--- config.mk ---
export PLATFORM = sky130hd
export DESIGN_NAME = dram_to_cram_dma_ctrl
export DESIGN_NICKNAME = d
export VERILOG_FILES = /design/src/rtl/dram_to_cram_dma_ctrl.sv
export SDC_FILE = /design/constraint.sdc
export NUM_CORES = 1
export LEC_CHECK = 0
export ABC_AREA = 1
export CORE_ASPECT_RATIO = 0.9
export CORE_MARGIN = 2
export CORE_UTILIZATION = 40
export DETAILED_ROUTE_END_ITERATION = 6
export PLACE_DENSITY = 0.69
export SLEW_MARGIN = 20
export SYNTH_ARGS = -nofsm -noshare
export SYNTH_HDL_FRONTEND = slang
export SYNTH_SLANG_ARGS = --single-unit
--- constraint.sdc ---
create_clock -name clk -period 6 [get_ports clk]
set_input_delay 1.2 -clock clk [delete_from_list [all_inputs] [get_ports clk]]
set_output_delay 1.2 -clock clk [all_outputs]
set_load 0.03 [all_outputs]
--- src/rtl/dram_to_cram_dma_ctrl.sv ---
// dram_to_cram_dma_ctrl
// Moves num_words words from DRAM (starting at src_addr) into the
// DRAM-to-CRAM swizzle. Bursts of up to MAX_BURST words are issued one
// at a time. Returned words are forwarded with one cycle of latency.
//
// Ports
//   clk, resetn                  clock, asynchronous active-low reset
//   start, src_addr, num_words,  command; the other command inputs are
//   cram_addr                    sampled when start is accepted in IDLE
//   busy, done                   transfer status
//   rd_req, rd_addr, rd_len,     burst read request to the memory
//   rd_gnt                       controller
//   rd_data, rd_data_valid       returned read words, in order
//   data_valid, mem_ctrl_data_in,
//   mem_ctrl_data_last           word stream to the swizzle
//   ram_start_addr, dma_mode     CRAM start address and mode for the swizzle
//   swizzle_ready                swizzle is flushed and idle
module dram_to_cram_dma_ctrl #(
  parameter int DWIDTH      = 40,
  parameter int DRAM_AWIDTH = 32,
  parameter int CRAM_AWIDTH = 13,
  parameter int MAX_BURST   = 8
) (
  input  logic                   clk,
  input  logic                   resetn,
  input  logic                   start,
  input  logic [DRAM_AWIDTH-1:0] src_addr,
  input  logic [15:0]            num_words,
  input  logic [CRAM_AWIDTH-1:0] cram_addr,
  output logic                   busy,
  output logic                   done,
  output logic                   rd_req,
  output logic [DRAM_AWIDTH-1:0] rd_addr,
  output logic [3:0]             rd_len,
  input  logic                   rd_gnt,
  input  logic [DWIDTH-1:0]      rd_data,
  input  logic                   rd_data_valid,
  output logic                   data_valid,
  output logic [DWIDTH-1:0]      mem_ctrl_data_in,
  output logic                   mem_ctrl_data_last,
  output logic [CRAM_AWIDTH-1:0] ram_start_addr,
  output logic                   dma_mode,
  input  logic                   swizzle_ready
);

  typedef enum logic [2:0] {
    S_IDLE, S_WAIT_RDY, S_ISSUE, S_WAIT_DATA, S_DRAIN, S_DONE
  } state_e;

  localparam logic [15:0] MAX_BURST_W = 16'(MAX_BURST);
  localparam logic [3:0]  MAX_BURST_L = 4'(MAX_BURST);
  localparam logic [1:0]  DRAIN_MIN   = 2'd2;

  state_e                 state_q, state_d;
  logic [DRAM_AWIDTH-1:0] addr_q;    // next burst address
  logic [15:0]            unreq_q;   // words not yet requested
  logic [15:0]            remain_q;  // words not yet returned
  logic [3:0]             burst_q;   // words outstanding in current burst
  logic [1:0]             drain_q;   // cycles spent in DRAIN
  logic                   busy_q;
  logic                   dv_q;
  logic                   last_q;
  logic [DWIDTH-1:0]      data_q;
  logic [CRAM_AWIDTH-1:0] cram_q;

  logic [3:0] len_c;
  logic       accept;
  logic       gnt_acc;
  logic       word_in;

  always_comb begin
    len_c   = (unreq_q >= MAX_BURST_W) ? MAX_BURST_L : unreq_q[3:0];
    accept  = (state_q == S_IDLE) && start;
    gnt_acc = (state_q == S_ISSUE) && rd_gnt;
    // Words arriving in any other state are stale and dropped.
    word_in = (state_q == S_WAIT_DATA) && rd_data_valid;
  end

  // State register
  always_ff @(posedge clk or negedge resetn) begin
    if (!resetn) state_q <= S_IDLE;
    else         state_q <= state_d;
  end

  // Next-state logic
  always_comb begin
    state_d = state_q;
    unique case (state_q)
      S_IDLE:      if (start) state_d = (num_words == '0) ? S_DONE : S_WAIT_RDY;
      S_WAIT_RDY:  if (swizzle_ready) state_d = S_ISSUE;
      S_ISSUE:     if (rd_gnt) state_d = S_WAIT_DATA;
      S_WAIT_DATA: if (rd_data_valid && burst_q == 4'd1)
                     state_d = (unreq_q != '0) ? S_ISSUE : S_DRAIN;
      // Entering DRAIN coincides with the last word appearing on the
      // output; two further cycles give the swizzle time to see it.
      S_DRAIN:     if (drain_q == DRAIN_MIN && swizzle_ready) state_d = S_DONE;
      S_DONE:      state_d = S_IDLE;
      default:     state_d = S_IDLE;
    endcase
  end

  // Outputs
  always_comb begin
    rd_req             = (state_q == S_ISSUE);
    rd_addr            = addr_q;
    rd_len             = (state_q == S_ISSUE) ? len_c : '0;
    done               = (state_q == S_DONE);
    busy               = busy_q;
    data_valid         = dv_q;
    mem_ctrl_data_in   = data_q;
    mem_ctrl_data_last = last_q;
    ram_start_addr     = cram_q;
    dma_mode           = 1'b1;
  end

  // Datapath and counters
  always_ff @(posedge clk or negedge resetn) begin
    if (!resetn) begin
      addr_q   <= '0;
      unreq_q  <= '0;
      remain_q <= '0;
      burst_q  <= '0;
      drain_q  <= '0;
      busy_q   <= 1'b0;
      dv_q     <= 1'b0;
      last_q   <= 1'b0;
      data_q   <= '0;
      cram_q   <= '0;
    end else begin
      if (accept) begin
        addr_q   <= src_addr;
        unreq_q  <= num_words;
        remain_q <= num_words;
        cram_q   <= cram_addr;
        busy_q   <= 1'b1;
      end
      if (state_q == S_DONE) busy_q <= 1'b0;

      if (gnt_acc) begin
        addr_q  <= addr_q + DRAM_AWIDTH'(len_c);
        unreq_q <= unreq_q - 16'(len_c);
        burst_q <= len_c;
      end else if (word_in) begin
        burst_q <= burst_q - 4'd1;
      end

      if (word_in) begin
        remain_q <= remain_q - 16'd1;
        data_q   <= rd_data;
      end
      dv_q   <= word_in;
      last_q <= word_in && (remain_q == 16'd1);

      if (state_q != S_DRAIN)      drain_q <= '0;
      else if (drain_q != DRAIN_MIN) drain_q <= drain_q + 2'd1;
    end
  end

endmodule
==> results of run 1 <==
==> kinds of logic (layout without fill, tap and decap cells) <==
kind of cell / after synthesis / in the layout / share of synthesized area [%]
other: 1 / 2 / 0.0516
adders and majority gates: 9 / 9 / 1.55
AOI/OAI and AO/OA: 101 / 101 / 8.62
buffers and inverters: 142 / 349 / 7.64
xor gates and xnor gates: 20 / 20 / 2.41
and+or+nand+nor: 609 / 609 / 35.3
DFF: 129 / 129 / 44.4
==> stage by stage <==
step	hold slack, ps	utilization (%)
2_1_floorplan	482	-
3_3_place_gp	453	53.6
3_5_place_dp	457	53.6
4_1_cts	473	56.8
5_1_grt	495	56.8
6_report	468	56.8
==> layout make-up <==
type | instances | area (sq um) | area share, %
flip-flops and latches | 129 | 3230 | 32.0
well taps | 240 | 300 | 2.98
clock inverters | 14 | 146 | 1.45
inverters | 108 | 405 | 4.02
multi-input cells | 741 | 3500 | 34.7
clock buffers | 18 | 429 | 4.26
repair buffers | 209 | 2070 | 20.5
==> sequential cells by signal (all words and copies together), names as in the netlist <==
name / cells
remain_q: 16
busy: 1
unreq_q: 16
mem_ctrl_data_last: 1
rd_addr: 32
mem_ctrl_data_in: 40
data_valid: 1
drain_q: 2
ram_start_addr: 13
burst_q: 4
state_q: 3
==> worst max-delay path by stage <==
stage	startpoint	end	slack (ps)	cells after the start
final	unreq_q[9]	rd_len[0]	2370	6
after global routing	unreq_q[9]	rd_len[0]	2240	6
after CTS	unreq_q[9]	rd_len[0]	2340	6
after detailed placement	start	rd_addr[22]	2350	9
after global placement	start	rd_addr[22]	2410	9
after floorplan	state_q[2]	rd_len[0]	2620	3
==> layer usage <==
| metal | global-route usage (%) | part of all wire (%) | vias to the layer above |
|---|---|---|---|
| met5 | 0 | 0 | - |
| met4 | 5.66 | 1.7 | 0 |
| met3 | 5.54 | 6.9 | 27 |
| met2 | 35.7 | 45 | 261 |
| met1 | 31.4 | 46 | 3387 |
| li1 | - | - | 3621 |
==> report_power, final <==
group	leakage, nW	internal [W]	switching [W]
sequential	1.60	0.00125	0.000346
combinational	2.83	0.000977	0.00163
clock	0.276	0.000584	0.000437
total	4.70	0.00281	0.00241
==> layout by cell type (no fill, tap or decap), types with 9 or more instances in the layout <==
cell / instances
nand2_1: 386
xor2_1: 18
clkdlybuf4s50_1: 199
a21oi_1: 13
nand2_2: 10
nor4_1: 11
o21ai_0: 44
nand3_1: 62
dfrtp_1: 129
nor2_1: 84
ha_1: 9
inv_1: 104
buf_4: 10
nand4_1: 15
o211ai_1: 12
clkbuf_16: 17
nor3_1: 24
==> worst max-delay path: stages, from the launching register on <==
cell and delay, ps:
dfrtp_1 440, nor2_2 170, nand2_2 110, nor2_4 200, nand2_2 180, nor3_1 210, clkdlybuf4s50_1 700
==> run summary, run 1 <==
The synthesized area per cell came out at 7.19 sq um. The fmax came out at 0.275 GHz. The core footprint is 17700 sq um.

The max-slew violation total from the final report is 0. The worst-case register-to-register setup slack is 3260 ps. The data required time of the worst path is 4800 ps. The synthesized design spends more area on one cell type than any other, namely dfrtp_1.

The mean routed wirelength per cell is 14.6 microns. The flow ran to the end, and the final reports show no timing, DRC or antenna violations. The min-delay analysis places its worst path in the category reg2reg.

The setup TNS is 0 ps. The hold buffer count at cts came out at 0. The startpoint identified for the worst register-to-register timing path is unreq_q[9]. The via-per-instance ratio is 5.00. The count of different cell masters after synthesis came out at 45. The transition time at the pin with the least slew margin is around 690 ps. The CTS sink count is around 130.

CTS placed an instance of clkbuf_16 at the clock tree root. Sorting the synthesized cells by how often they occur yields nand2_1 (386), dfrtp_1 (129), inv_1 (106). Input and output buffers added on the ports amount to 200.

The maximum fanout along the worst path is 9. Of all flip-flops after synthesis, the portion carrying an async set or reset was 100%. The number of primary I/O pins came out at 202. The reported max-cap violation count came out at 0.

The final number of setup-violating endpoints came out at 0. The TritonCTS clock tree is built. The wire length of the first global-routing pass is ~36 mm. Summing all non-filler instances in the final layout gives an area of 10100 sq um. The share of cells above drive strength 1 is 5.66%. The worst setup path is captured at an output port. The end of the worst hold path is mem_ctrl_data_in[4]. The placer's final routability congestion estimate came out at roughly 0.92. Setup slack closes at 2370 ps. The count of TritonRoute iterations in the first routing pass is 5.

In this run the remaining antenna-violating nets after routing total 0. The total setup buffers inserted after CTS came out at 0. The placed standard-cell area came out at ~9500 sq um. The total grt overflow came out at 0. The vertical die dimension came out at around 130 microns. The synthesized netlist cell count came out at a little over 1000. The clock latency of the later-clocked register in the worst-skew pair is roughly 420 ps. Summing the sequential cell areas from Yosys gives 44.4% of the chip area.

During synthesis, Yosys emitted a total of 0 warnings. Setup repair after global routing left no endpoint under its margin. The clock period minus final worst setup slack is 3630 ps. The largest vdd supply drop came out at 0.287 mV. The worst setup slack before clock tree synthesis is 2350 ps. The layout filler cell count is 1753. The number of nets in the final layout came out at 1322. The routed layout has 7296 vias.

In the post-synthesis netlist, the biggest area contributors are dfrtp_1 (44%), nand2_1 (20%), inv_1 (5.5%). The final clock period utilization by the worst path is 60.5%. For this block, the initial DRC count from the detailed router was 424.

Data on the critical path arrives at its endpoint at 2430 ps. The post-detailed-placement half-perimeter wirelength is around 15 mm. The post-synthesis to final-layout area growth is 38.6%. In this run, post-CTS repair resized a total of 0 instances. The total routing resource utilization after global routing came out at between 20% and 30%. The analysis attributes to cell leakage a power of approximately 4.7 nW.

The horizontal die dimension is about 150 microns. The effective utilization at floorplan is 41.0%. The TritonCTS buffer count is 17.

The area of the mapped netlist came out at 7270 sq um. The instance count after placement with tap cells included is 1427. The worst clock skew came out at 10.3 ps. The antenna diode instance count is 0. The number of hold-slack violations in the final timing report came out at 0. The clock passes through at most 2 buffers. Yosys instantiated no cell more often than nand2_1.

The number of storage elements in the synthesis netlist is roughly 130. The relative slew slack is 53.9%. The via count of the first global-routing pass came out at 7112. The kind of start point of the critical path is a register. The total die area is just under 20000 sq um.

The worst register-to-register path has a depth of 16. The DRC violations left came out at 0. The placement row count came out at 46. The total wire length came out at 21.3 mm. Power spread over the standard cell area amounts to 518 nW/um^2.

The fraction of post-synthesis cell area in the top cell type by area came out at 44.4%. The worst hold path begins at mem_ctrl_data_in[4]. Once layout is complete, the cells apart from fillers number 1459. Among all flip-flop cells after synthesis, the most frequent one is dfrtp_1. Yosys mapped a number of flops with a built-in enable equal to 0.

The clock-pin slew on the worst setup and hold paths is roughly 60 ps. The power after layout came out at 0.00522 W. The H-tree level count came out at 4. The kind of critical path is reg2out.

Entering global routing, the biggest net connects 66 pins. The initial antenna violation count is 0. The endpoint identified for the worst register-to-register timing path is rd_addr[20]. Counting instances, the worst hold path has a depth of 2.
(Power assumes the default switching activity.)
==> run 2: changes to the inputs <==
==> constraint.sdc (replaced) <==
create_clock -name clk -period 3.5 [get_ports clk]
set_input_delay 0.7 -clock clk [delete_from_list [all_inputs] [get_ports clk]]
set_output_delay 0.7 -clock clk [all_outputs]
set_load 0.03 [all_outputs]
==> run summary, run 2 (synthesized netlist as in run 1, its figures left out) <==
The CTS sink count came to 129 (unchanged). The total wire length is 21.8 mm (+2.1%). The max-slew violation total from the final report came to 0 (unchanged).

The least setup slack across all paths after layout is 473 ps (-1900 ps). The H-tree level count is 4 (unchanged). The largest vdd supply drop came out at 0.523 mV (+82%). The data required time of the worst path is 2800 ps (-2000 ps). The initial antenna violation count came out at 0 (unchanged). TritonCTS built the clock tree. In the layout the commonest cells are nand2_1 (386), clkdlybuf4s50_1 (199), dfrtp_1 (129), inv_1 (105), nor2_1 (84). The port buffer count is 200 (unchanged). The worst setup slack before clock tree synthesis is 897 ps (-1450 ps). The maximum number of pins on one net before global-route repair was 66 (unchanged). The placer's final routability congestion estimate came out at 0.944 (+2.4%).

The post-layout instance area came out at 10200 sq um (+0.89%). The power per unit of standard cell area came out at 893 nW/um^2 (+72%). The antenna diode instance count was 0 (unchanged). The kind of critical path is reg2out. The total die area came out at 19300 sq um (unchanged). The total setup buffers inserted after CTS came out at 0 (unchanged). The via count of the first global-routing pass was 7139 (+0.38%). The leading cell type in the layout, fill and taps excluded is nand2_1.

The count of antenna-violating nets left after detailed routing is 0 (unchanged). In this run the critical register-to-register path is captured at rd_addr[16]. The mean routed wirelength per cell is 14.8 microns (+1.5%).

The worst-case register-to-register setup slack is 860 ps (-2400 ps). The sort of element at the end of the critical path is an output port. The worst endpoint data arrival time is 2330 ps (-100 ps). The flip-flop count of the largest register after layout is 40 (unchanged). The share of cells above drive strength 1 was 6.27% (+0.61 points). The maximum fanout along the worst path came out at 9 (unchanged). The layout filler cell count came out at 1673 (-4.6%).

The leakage power of the design came out at 4.75 nW (+1.0%). The final cell utilization of the core is 57.3% (+0.51 points). The reported max-cap violation count is 0 (unchanged). The footprint of the flip-flops and latches came out at 3230 sq um (unchanged). The post-detailed-placement half-perimeter wirelength came out at 15.7 mm (+3.8%). The total routing resource utilization after global routing came to 22.6% (about the same). The final clock period utilization by the worst path is 86.5%. The TritonCTS buffer count came to 17 (unchanged). The effective utilization at floorplan is 41.0% (unchanged). The clock latency of the later-clocked register in the worst-skew pair is 420 ps (about the same). The number of primary I/O pins came to 202 (unchanged). The hold buffer count at cts came out at 0 (unchanged). For this run, the top clock speed supported by timing is 0.330 GHz.

The worst hold path belongs to the class in2async. The relative slew slack is 42.2% (-12 points). The wire length of the first global-routing pass came out at 35.5 mm (-0.35%). The worst hold margin came to 371 ps (-97.3 ps).

The area taken by multi-input logic gates is 3500 sq um (unchanged). The number of buffers and inverters on the critical path is 1 (unchanged). The vertical die dimension came out at 132 microns (unchanged). By instance count, the cell type seen most on the critical path is nand2_2.

The flow ran to the end, and the final reports show no timing, DRC or antenna violations. In this run the clock root is driven by a clkbuf_16. The violation count after the first detailed-routing iteration came to 468 (+10%). The via-per-instance ratio is 5.04 (+0.86%). The number of hold-slack violations in the final timing report came out at 0 (unchanged).

The horizontal die dimension came out at 146 microns (unchanged). The largest delay contributor family on the critical path is simple AND/OR/NAND/NOR gates. The signal on the critical path passes through nor2_2 -> nand2_2 -> nor2_4 -> nand2_2 -> nor3_1 -> clkdlybuf4s50_1. The core footprint came out at 17700 sq um (unchanged).

The number of instances resized during post-cts repair was 0 (unchanged). The transition time at the pin with the least slew margin was 867 ps (+175 ps). The biggest cell delay along the critical path came out at 700 ps (about the same). The buffer depth of the longest clock path is 2 (unchanged). The clock-pin slew on the worst setup and hold paths is 60 ps (about the same). The area growth from synthesis to layout is 39.8%. The routed design could run at a clock period as short as 3030 ps. The number of nets in the final layout came out at 1331 (+0.68%). The worst reg2reg path startpoint is unreq_q[9].

The worst clock skew came to 9.51 ps (-0.792 ps). The DRC violations left is 0 (unchanged). The count of TritonRoute iterations in the first routing pass came out at 6 (+1).

The slowest stage of the critical path belongs to the cell clkdlybuf4s50_1. The kind of start point of the critical path is a register. The setup TNS came out at 0 ps (unchanged). The placement row count came out at 46 (unchanged). The placed standard-cell area came to 9580 sq um (+0.84%). The via total after detailed routing came to 7404 (+1.5%). The final number of setup-violating endpoints came out at 0 (unchanged). Setup repair after global routing left no endpoint under its margin. The total grt overflow is 0 (unchanged). The cell depth of the worst flop-to-flop path came out at 15 (-1).
==> run 2: worst max-delay path by stage <==
stage / startpoint / endpoint / slack (ps) / depth (start not counted)
after floorplan: state_q[2] / rd_len[0] / 620 / 3
after global placement: unreq_q[9] / rd_len[0] / 950 / 6
after detailed placement: unreq_q[9] / rd_addr[16] / 900 / 15
after CTS: unreq_q[9] / rd_len[0] / 440 / 6
after global routing: state_q[1] / rd_len[0] / 300 / 5
final: unreq_q[9] / rd_len[0] / 470 / 6
==> run 2: per-layer routing <==
metal	vias to the layer above	routed length [microns]	GRT usage, %
li1	3641	-	-
met4	0	331	5.02
met5	-	0	0
met1	3423	9670	29.9
met2	304	9930	36.9
met3	36	1830	6.71
==> run 2: final cells by class <==
| cell class | count | share of cell area, % |
|---|---|---|
| multi-input combinational | 741 | 34.4 |
| sequential | 129 | 31.8 |
| timing repair buffer | 218 | 21.1 |
| clock buffer | 18 | 4.22 |
| inverter | 108 | 3.99 |
| tap | 240 | 2.95 |
| clock inverter | 14 | 1.54 |
==> run 2: through the flow <==
step                      total power [W]  std cells
final                             0.00907       1468
after global routing              0.00969       1468
after CTS                         0.00911       1468
after detailed placement          0.00727       1436
after global placement            0.00721       1436
after floorplan                   0.00550       1012
==> run 2: power by group <==
group | internal (W) | switching (W)
Combinational | 0.00172 | 0.00282
Sequential | 0.00214 | 0.000605
Clock | 0.00106 | 0.000722
Total | 0.00492 | 0.00415
==> run 3: changes to the inputs <==
==> constraint.sdc (replaced) <==
create_clock -name clk -period 3.9 [get_ports clk]
set_input_delay 0.78 -clock clk [delete_from_list [all_inputs] [get_ports clk]]
set_output_delay 0.78 -clock clk [all_outputs]
set_load 0.03 [all_outputs]
==> run summary, run 3 (synthesized netlist as in run 1, its figures left out) <==
The run finished with clean final reports. The wire length of the first global-routing pass is 34.7 mm (-2.4%). The share of cells above drive strength 1 came out at 6.05% (-0.22 points).

The worst-case register-to-register setup slack came to 1250 ps (+390 ps). The leakage power of the design is 4.74 nW (-0.13%). The worst endpoint data arrival time is 2360 ps (+30 ps). The clock period minus final worst setup slack is 3140 ps. The layout filler cell count is 1699 (+1.6%). The maximum number of pins on one net before global-route repair came out at 68 (+3.0%). The total routing resource utilization after global routing is 22.0% (-0.63 points). The transition time at the pin with the least slew margin came out at 894 ps (+27.5 ps). The critical path is of the reg2out type. The max-slew violation total from the final report was 0 (unchanged). The worst setup path is captured at an output port. The leading cell type in the layout, fill and taps excluded is nand2_1. The flip-flop count of the largest register after layout is 40 (unchanged). The fmax came out at between 0.3 and 0.4 GHz. The buffer depth of the longest clock path is 2 (unchanged). The end of the worst hold path is mem_ctrl_data_in[4]. The instance count after placement with tap cells included came out at 1432 (-0.28%). The proportion of power drawn by combinational gates is 50.1% (about the same). The reported max-cap violation count was 0 (unchanged).

The relative slew slack was 40.4% (-1.8 points). The final number of setup-violating endpoints is 0 (unchanged). The power share of the clock group is 19.3% (-0.3 points). The critical register-to-register path endpoint is rd_addr[28]. The hold buffer count at cts came out at 0 (unchanged). The mean routed wirelength per cell is 14.5 microns (-2.0%).

The min-delay analysis places its worst path in the category reg2reg. The total wire length came out at 21.3 mm (-2.3%). The core footprint came out at 17700 sq um (unchanged).

The via count of the first global-routing pass came out at 6856 (-4.0%). The H-tree level count came out at 4 (unchanged). The cell depth of the worst flop-to-flop path came out at 18 (+3).

The via total after detailed routing came out at 7192 (-2.9%). The antenna diode instance count came to 0 (unchanged). The TritonCTS buffer count is 17 (unchanged). Relative to the synthesized area, the layout overhead comes to 39.6%. The vertical die dimension is 132 microns (unchanged). The top cell types in the final layout, fill and taps aside, are nand2_1 (386), clkdlybuf4s50_1 (199), dfrtp_1 (129), inv_1 (105), nor2_1 (84).

The maximum fanout along the worst path is 5 (-4). The number of instances resized during post-cts repair is 0 (unchanged). The internal portion of total power was 0.00433 W (-12%). The total setup buffers inserted after CTS came out at 0 (unchanged). The CTS sink count is 129 (unchanged). The footprint of the flip-flops and latches is 3230 sq um (unchanged). The final standard cell count with taps included and fillers excluded came to 1464 (-0.27%).

The worst clock skew was 12.2 ps (+2.70 ps). The startpoint identified for the worst hold timing path is mem_ctrl_data_in[4]. The total die area was 19300 sq um (unchanged). The effective utilization at floorplan is 41.0% (unchanged).

The DRC violations left is 0 (unchanged). The port buffer count came out at 200 (unchanged). The data required time of the worst path came out at 3120 ps (+320 ps). The area taken by multi-input logic gates is 3500 sq um (unchanged). The fraction of power spent switching nets came to 46.3% (+0.61 points). The final clock period utilization by the worst path is 80.6%.

The horizontal die dimension came out at 146 microns (unchanged). The total grt overflow came out at 0 (unchanged). The clock-pin slew on the worst setup and hold paths came out at 70 ps (about the same). The buffer cell driving the clock tree root is clkbuf_16.

The number of primary I/O pins came to 202 (unchanged). The placement row count is 46 (unchanged). The switching power is 0.00374 W (-10%).

The clock latency of the later-clocked register in the worst-skew pair was 430 ps (about the same). The largest vdd supply drop is 0.490 mV (-6.2%). TritonCTS built the clock tree. The placer's final routability congestion estimate is 0.942 (-0.31%). The count of antenna-violating nets left after detailed routing came to 0 (unchanged). The violation count after the first detailed-routing iteration is 541 (+16%). The sequential fraction of design power came out at 30.6% (+0.3 points).

The setup TNS came out at 0 ps (unchanged). The power per unit of standard cell area is 795 nW/um^2 (-11%). The worst setup path is launched from a register. The startpoint identified for the worst register-to-register timing path is unreq_q[9]. The via-per-instance ratio came to 4.91 (-2.6%).

The number of hold-slack violations in the final timing report came out at 0 (unchanged). Setup repair after global routing left no endpoint under its margin. The post-detailed-placement half-perimeter wirelength came to 15.7 mm (-0.44%). The number of nets in the final layout is 1327 (-0.30%). The hold path depth is 2. The initial antenna violation count came to 0 (unchanged). The count of TritonRoute iterations in the first routing pass came out at 5 (-1).
[run 3: critical path, stage by stage (launching register included)]
cell and delay [ps]:
dfrtp_1 410, inv_1 100, nor3_1 310, inv_1 200, nor3_1 210, clkdlybuf4s50_1 710
[run 3: power by group through the flow]
stage | clock, W | sequential [W] | combinational [W]
after floorplan | 0 | 0.00312 | 0.00181
after global placement | 0 | 0.00247 | 0.00400
after detailed placement | 0 | 0.00246 | 0.00406
after CTS | 0.00158 | 0.00246 | 0.00407
after global routing | 0.00164 | 0.00255 | 0.00443
final | 0.00155 | 0.00247 | 0.00404
[run 3: per-layer routing]
| layer | vias up | part of all wire, % | global-route usage [%] |
|---|---|---|---|
| met1 | 3299 | 47 | 30.7 |
| met4 | 0 | 1.3 | 5.29 |
| met2 | 244 | 46 | 34.8 |
| met5 | - | 0 | 0 |
| met3 | 20 | 5.7 | 5.19 |
| li1 | 3629 | - | - |
[run 3: stage by stage]
step                power (W)  setup WS (ps)  hold WS, ps  util (%)  instance area [sq um]
floorplan             0.00494            943          482         -                   7270
global placement      0.00647           1270          452      54.0                   9570
detailed placement    0.00652           1250          458      54.0                   9570
CTS                   0.00810            779          474      57.2                  10100
global route          0.00861            620          483      57.2                  10100
finish                0.00806            757          467      57.2                  10100
[run 3: area by class of cell]
class	count	area share [%]
Sequential cell	129	31.8
Tap cell	240	2.96
Inverter	108	4.00
Clock buffer	18	4.33
Multi-Input combinational cell	741	34.5
Timing Repair Buffer	214	21.1
Clock inverter	14	1.32
[run 3: worst max-delay path by stage]
stage / slack, ps / startpoint / cells after the start / to
3_5_place_dp: 1250 / unreq_q[9] / 6 / rd_len[0]
2_1_floorplan: 940 / state_q[2] / 3 / rd_len[0]
3_3_place_gp: 1270 / rd_data_valid / 9 / remain_q[5]
4_1_cts: 780 / state_q[1] / 5 / rd_len[0]
5_1_grt: 620 / state_q[1] / 5 / rd_len[0]
6_report: 760 / state_q[1] / 5 / rd_len[0]
